[config.mk]
export PLATFORM = sky130hd
export DESIGN_NAME = fetch_pc_unit
export DESIGN_NICKNAME = d
export VERILOG_FILES = /design/src/rtl/fetch_pc_unit.sv
export SDC_FILE = /design/constraint.sdc
export NUM_CORES = 1
export LEC_CHECK = 0
export CELL_PAD_IN_SITES_DETAIL_PLACEMENT = 0
export CELL_PAD_IN_SITES_GLOBAL_PLACEMENT = 1
export CORE_ASPECT_RATIO = 1.25
export CORE_UTILIZATION = 28
export DETAILED_ROUTE_END_ITERATION = 6
export GPL_ROUTABILITY_DRIVEN = 0
export PLACE_DENSITY_LB_ADDON = 0.1
export SLEW_MARGIN = 20
export SYNTH_ARGS = -nofsm -noshare
export SYNTH_HDL_FRONTEND = slang
export SYNTH_SLANG_ARGS = --single-unit
export TNS_END_PERCENT = 50
[constraint.sdc]
create_clock -name clk -period 2 [get_ports clk]
set_input_delay 0.4 -clock clk [delete_from_list [all_inputs] [get_ports clk]]
set_output_delay 0.4 -clock clk [all_outputs]
set_load 0.005 [all_outputs]
[src/rtl/fetch_pc_unit.sv]
// Program counter register and instruction fetch stage.
// Optional macro FETCH_PERF_CNT_EN adds retired-instruction and stall counters.
module fetch_pc_unit #(
  parameter logic [31:0] RESET_PC     = 32'h0000_0000,
  parameter int          IMEM_TIMEOUT = 16
) (
  input  logic        clk,
  input  logic        reset_n,
  input  logic        halt,
  output logic [31:0] program_counter,
  input  logic [31:0] program_counter_next,
  output logic        imem_req,
  output logic [31:0] imem_addr,
  input  logic        imem_ack,
  input  logic [31:0] imem_rdata,
  output logic        instr_valid,
  input  logic        instr_ready,
  output logic [31:0] instr,
  output logic [31:0] instr_pc,
`ifdef FETCH_PERF_CNT_EN
  output logic [31:0] perf_instr_cnt,
  output logic [31:0] perf_stall_cnt,
`endif
  output logic        fault,
  output logic [1:0]  fault_code
);

  typedef enum logic [1:0] {IDLE, FETCH, HOLD, FAULT} state_t;

  localparam logic [1:0] CODE_MISALIGNED = 2'd1;
  localparam logic [1:0] CODE_TIMEOUT    = 2'd2;
  // Fault fires at the edge that ends the IMEM_TIMEOUT-th unacknowledged cycle.
  localparam logic [7:0] TIMEOUT_LAST    = 8'(IMEM_TIMEOUT - 1);

  state_t      state_reg, state_next;
  logic [31:0] pc_reg, pc_next;
  logic [31:0] instr_reg, instr_next;
  logic [31:0] instr_pc_reg, instr_pc_next;
  logic        instr_valid_reg, instr_valid_next;
  logic        imem_req_reg, imem_req_next;
  logic        fault_reg, fault_next;
  logic [1:0]  fault_code_reg, fault_code_next;
  logic [7:0]  cnt_reg, cnt_next;

  always_comb begin
    state_next       = state_reg;
    pc_next          = pc_reg;
    instr_next       = instr_reg;
    instr_pc_next    = instr_pc_reg;
    instr_valid_next = instr_valid_reg;
    imem_req_next    = imem_req_reg;
    fault_next       = fault_reg;
    fault_code_next  = fault_code_reg;
    cnt_next         = cnt_reg;

    case (state_reg)
      IDLE: begin
        if (!halt && !fault_reg) begin
          state_next    = FETCH;
          imem_req_next = 1'b1;
        end
      end
      FETCH: begin
        if (imem_ack) begin
          instr_next       = imem_rdata;
          instr_pc_next    = pc_reg;
          instr_valid_next = 1'b1;
          cnt_next         = 8'd0;
          imem_req_next    = 1'b0;
          state_next       = HOLD;
        end else if (cnt_reg == TIMEOUT_LAST) begin
          cnt_next        = cnt_reg + 8'd1;
          fault_next      = 1'b1;
          fault_code_next = CODE_TIMEOUT;
          imem_req_next   = 1'b0;
          state_next      = FAULT;
        end else begin
          cnt_next = cnt_reg + 8'd1;
        end
      end
      HOLD: begin
        // The request for the next fetch is registered, so instr_ready never
        // reaches imem_req combinationally.
        if (instr_ready) begin
          instr_valid_next = 1'b0;
          if (program_counter_next[1:0] == 2'b00) begin
            pc_next       = program_counter_next;
            state_next    = halt ? IDLE : FETCH;
            imem_req_next = !halt;
          end else begin
            fault_next      = 1'b1;
            fault_code_next = CODE_MISALIGNED;
            state_next      = FAULT;
          end
        end
      end
      default: begin
        imem_req_next    = 1'b0;
        instr_valid_next = 1'b0;
      end
    endcase
  end

  always_ff @(posedge clk) begin
    if (!reset_n) begin
      state_reg       <= IDLE;
      pc_reg          <= RESET_PC;
      instr_reg       <= 32'd0;
      instr_pc_reg    <= 32'd0;
      instr_valid_reg <= 1'b0;
      imem_req_reg    <= 1'b0;
      fault_reg       <= 1'b0;
      fault_code_reg  <= 2'd0;
      cnt_reg         <= 8'd0;
    end else begin
      state_reg       <= state_next;
      pc_reg          <= pc_next;
      instr_reg       <= instr_next;
      instr_pc_reg    <= instr_pc_next;
      instr_valid_reg <= instr_valid_next;
      imem_req_reg    <= imem_req_next;
      fault_reg       <= fault_next;
      fault_code_reg  <= fault_code_next;
      cnt_reg         <= cnt_next;
    end
  end

`ifdef FETCH_PERF_CNT_EN
  logic [31:0] perf_instr_cnt_reg, perf_stall_cnt_reg;

  always_ff @(posedge clk) begin
    if (!reset_n) begin
      perf_instr_cnt_reg <= 32'd0;
      perf_stall_cnt_reg <= 32'd0;
    end else begin
      if (state_reg == HOLD && instr_ready && program_counter_next[1:0] == 2'b00)
        perf_instr_cnt_reg <= perf_instr_cnt_reg + 32'd1;
      if ((state_reg == FETCH && !imem_ack) || (state_reg == HOLD && !instr_ready))
        perf_stall_cnt_reg <= perf_stall_cnt_reg + 32'd1;
    end
  end

  assign perf_instr_cnt = perf_instr_cnt_reg;
  assign perf_stall_cnt = perf_stall_cnt_reg;
`endif

  assign program_counter = pc_reg;
  assign imem_addr       = pc_reg;
  assign imem_req        = imem_req_reg;
  assign instr_valid     = instr_valid_reg;
  assign instr           = instr_reg;
  assign instr_pc        = instr_pc_reg;
  assign fault           = fault_reg;
  assign fault_code      = fault_code_reg;

endmodule

# Word level (Yosys, flattened, before mapping)
# Cells that the tools add are included.
[classes]
reduce_logical = 13
n_addsub = 1
eq_ne = 11
n_mux = 27
n_bitwise = 1
[ops]
columns = ["operator", "n"]
rows = [
  ["$mux 2", 9],
  ["$ne 2x2->1 const B", 7],
  ["$mux 1", 12],
  ["$add 8x1->8 const B", 1],
  ["$eq 8x4->1 const B", 1],
  ["$mux 8", 1],
  ["$reduce_and 4->1", 2],
  ["$pmux 1 s3", 2],
  ["$pmux 2 s3", 1],
  ["$reduce_and 3->1", 2],
  ["$reduce_and 5->1", 1],
  ["$logic_not 2->1", 2],
  ["$pmux 2 s2", 1],
  ["$ne 3x3->1 const B", 1],
  ["$reduce_bool 3->1", 1],
  ["$eq 2x1->1 const B", 1],
  ["$eq 2x2->1 const B", 1],
  ["$logic_not 1->1", 2],
  ["$pmux 1 s2", 1],
  ["$reduce_and 2->1", 1],
  ["$reduce_bool 2->1", 1],
  ["$logic_and 1x1->1", 1],
  ["$not 1->1", 1],
]
[totals]
in_bits = 69
reg_bits = 111
word_cells = 62
out_inout_bits = 133

# Logic depth before layout (Yosys ltp)
# Gate-level depths: netlist of run 1.
[depth]
word_depth = 4
ltp_mapped = 7
mapped_depth_nobuf = 6

# Least setup slack after synthesis of run 1
# Ideal clock, no wire load.
[synth_path]
path_type = "flip-flop to flip-flop"
from = "reg cnt_reg[0]"
to = "reg fault_code_reg[0], in the netlist fault_code[0]"
path_stages_with_launch = 6
required_time_ns = 1.905
period_less_slack_ns = 1.525
n_path_buf = 0
setup_time_ns = 0.095
t_arrival_ns = 1.430
setup_slack_ns = 0.475
path_cell_list = "dfxtp_1 ha_1 nand4b_1 or3_4 mux2i_1 a221oi_1"
[synth_via]
elab_chain_cells = 3
[synth_rtl]
columns = ["element", "line_no", "source"]
rows = [
  ["from (decl)", "43", "logic [7:0] cnt_reg, cnt_next;"],
  ["from (signal assigned)", "124", "cnt_reg <= cnt_next;"],
  ["$eq 8x4->1", "71", "end else if (cnt_reg == TIMEOUT_LAST) begin"],
  ["$ne 2x2->1 (no source line)", "--", ""],
  ["$reduce_and 5->1 (no source line)", "--", ""],
  ["to (signal assigned)", "123", "fault_code_reg <= fault_code_next;"],
  ["to (decl)", "42", "logic [1:0] fault_code_reg, fault_code_next;"],
]
# No other way between the ends.
# A chain may end at the register's enable or synchronous reset.

# Worst setup path after layout of run 1
# Ends and elaborated chain as after synthesis.

==> flow_metrics.py, run 1 <==
metrics = {
    "outcome": {
        "status": "completed",
    },
    "global_route": {
        "grt_max_degree": 57,
        "grt_overflow": 0,
        "grtUsageTotal_pct": 16.3,
        "grt_pass1_wl_um": 20100,
        "antenna_found_initial": 0,
        "grt_pass1_vias": 3829,
    },
    "critical_path": {
        "arrival_ps": 2010,
        "worstPathMaxFanout": 4,
        "path_cells": "ha_1, nand4b_1, or3_4, mux2i_1, a221oi_1",
        "crit_path_start_kind": "register",
        "slowest_stage": "or3_4",
        "crit_start": "cnt_reg[0]",
        "cp.required_ps": 2260,
        "path_class": "reg -> reg",
        "slowest_delay_ps": 440,
        "r2r-start": "cnt_reg[0]",
        "reg2reg_depth": 5,
        "end_kind": "register",
    },
    "floorplan": {
        "die_h_um": 140,
        "placementRows": 50,
        "initial_core_util_pct": 28.6,
        "dieArea_um2": 15800,
        "ios": 202,
        "core_um2": 15000,
        "die_w_um": 113,
    },
    "yosys": {
        "synth_common_cells": "nand2_1, dfxtp_1, a21oi_1, buf_4, clkbuf_1",
        "async_reset_ff_share_pct": 0,
        "syn-mean-instance-area_um2": 7.96,
        "synth_edf_count": 0,
        "syn_area_um2": 4280,
        "ys_types": 37,
        "synth_area_leaders": "dfxtp_1, nand2_1, a21oi_1",
        "yosysTopAreaCellShare_pct": 51.9,
        "ys_seq_elements": 111,
        "synthCells": 538,
        "syn_nets": 612,
        "synth_largest_area_cell": "dfxtp_1",
        "ys_seq_area_share_pct": 51.9,
        "yosys.cell_count.top_type": "nand2_1",
        "ys_warn_count": 0,
        "synth_flop_cell": "dfxtp_1",
    },
    "min_path": {
        "hold_depth": 2,
        "worstHoldStart": "instr_pc[29]",
        "holdCritPathClass": "reg -> reg",
    },
    "cells_and_area": {
        "area_delta_synth_final_pct": 54.0,
        "antenna_cells": 0,
        "drive_gt1_share_pct": 4.42,
        "multi_input_area_um2": 1670,
        "fillers": 1523,
        "stdcell_area_um2": 6590,
        "nets": 771,
        "ff_latch_area_um2": 2220,
    },
    "routing": {
        "first_pass_iters": 4,
        "drtIter0Drc": 173,
        "via_per_inst": 4.60,
        "routed_wl_um": 12700,
        "drc": 0,
        "routedWlPerCell_um": 14.4,
        "drtAntennaViolNets": 0,
        "vias": 4060,
    },
    "power_and_ir_drop": {
        "p_leak_nw": 2.24,
        "p_per_area_nw_per_um2": 816,
        "irDropWorstVdd_mv": 0.357,
    },
    "place": {
        "place_ws_ps": 171,
        "dp_hpwl_um": 8740,
        "portBuffers": 201,
        "place_area_um2": 6320,
    },
    "clocking": {
        "cts_tree": "built",
        "insertion_delay_ps": 350,
        "cts_root_buf": "clkbuf_16",
        "post_cts_buffers": 0,
        "cts_sinks": 111,
        "cts_resized": 0,
        "clkTransAtPathRegs_ps": 70,
        "cts-htree-levels": 3,
        "numCtsBuffers": 9,
        "clockBufferDepth": 2,
        "hold_buffers": 0,
    },
    "sta": {
        "whs_ps": 454,
        "hold_viol_final": 0,
        "setup_viol": 0,
        "setup_tns_ps": 0,
        "max-slew-margin-rel_pct": 74.3,
        "min_period_ps": 1740,
        "max_slew.worst_pin.slew_ps": 386,
        "min_period_over_period_pct": 87.1,
        "rsz0062_at_grt": "false",
        "fin_skew_ps": 7.70,
        "fmax_mhz": 574,
        "timing.final.ws_setup_ps": 257,
        "slew_violations": 0,
    },
    "run": {
        "drv_cap": 0,
    },
}
metal layers:
layer	up-vias	track usage, %	routed length (µm)
li1	2041	-	-
met1	1880	19.6	5450
met2	128	27.4	6280
met3	11	4.59	803
met4	0	6.11	178
met5	-	0	0
report_power, final:
part	switching, mW	total [mW]	internal (mW)
sequential	0.0841	2.43	2.35
combinational	0.622	1.21	0.591
clock	0.822	1.73	0.912
through the flow:
| step | power [mW] | std cells | utilization [%] |
|---|---|---|---|
| detailed placement | 3.72 | 868 | 42.2 |
| finish | 5.38 | 883 | 44.1 |
| global route | 5.68 | 883 | 44.1 |
| CTS | 5.47 | 883 | 44.1 |
| global placement | 3.71 | 868 | 42.2 |
| floorplan | 3.06 | 538 | - |
worst paths after layout:
path / slack [ps] / endpoint
max: 260 / fault_code[0]
min: 450 / instr_pc[29]
max reg2reg: 260 / fault_code[0]
min reg2reg: 450 / instr_pc[29]
cell usage in the layout, fill, tap and decap left out, drive strengths merged, types with 3 or more instances in the layout:
| master | n |
|---|---|
| nand3 | 3 |
| and3 | 4 |
| xor2 | 4 |
| clkbuf | 13 |
| dfxtp | 111 |
| or3 | 4 |
| nand2 | 197 |
| nor2 | 8 |
| clkdlybuf4s50 | 201 |
| nand4 | 4 |
| o21ai | 3 |
| ha | 5 |
| nand2b | 4 |
| buf | 12 |
| inv | 6 |
| a21oi | 99 |
layout make-up:
class	instances	area share (%)
inverters	6	0.342
well taps	182	3.45
multi-input cells	356	25.3
clock inverters	2	0.247
clock buffers	13	3.95
flip-flops and latches	111	33.7
repair buffers	213	33.0
worst max-delay path, delay by kind of cell (launching register included):
kind,cells,cell delay [ps]
and+or+nand+nor,2,630
adders and majority gates,1,230
DFF,1,390
AOI/OAI and AO/OA,1,280
muxes,1,130
cell families (layout without fill, tap and decap cells):
kind of cell | Yosys count | in the layout | synth area share (%)
simple gates | 229 | 229 | 21.6
compound gates | 116 | 116 | 14.5
flops | 111 | 111 | 51.9
buf+inv | 71 | 234 | 9.24
fa+ha+maj | 5 | 5 | 1.46
xor+xnor | 4 | 4 | 0.818
mux | 2 | 2 | 0.468
Note: power is estimated with default switching activity, not from simulation.
==> run 2, diff against run 1 <==
- CAP_MARGIN: default -> 20
==> results of run 2 <==
Final layout, timing and power as in run 1 (identical DEF).
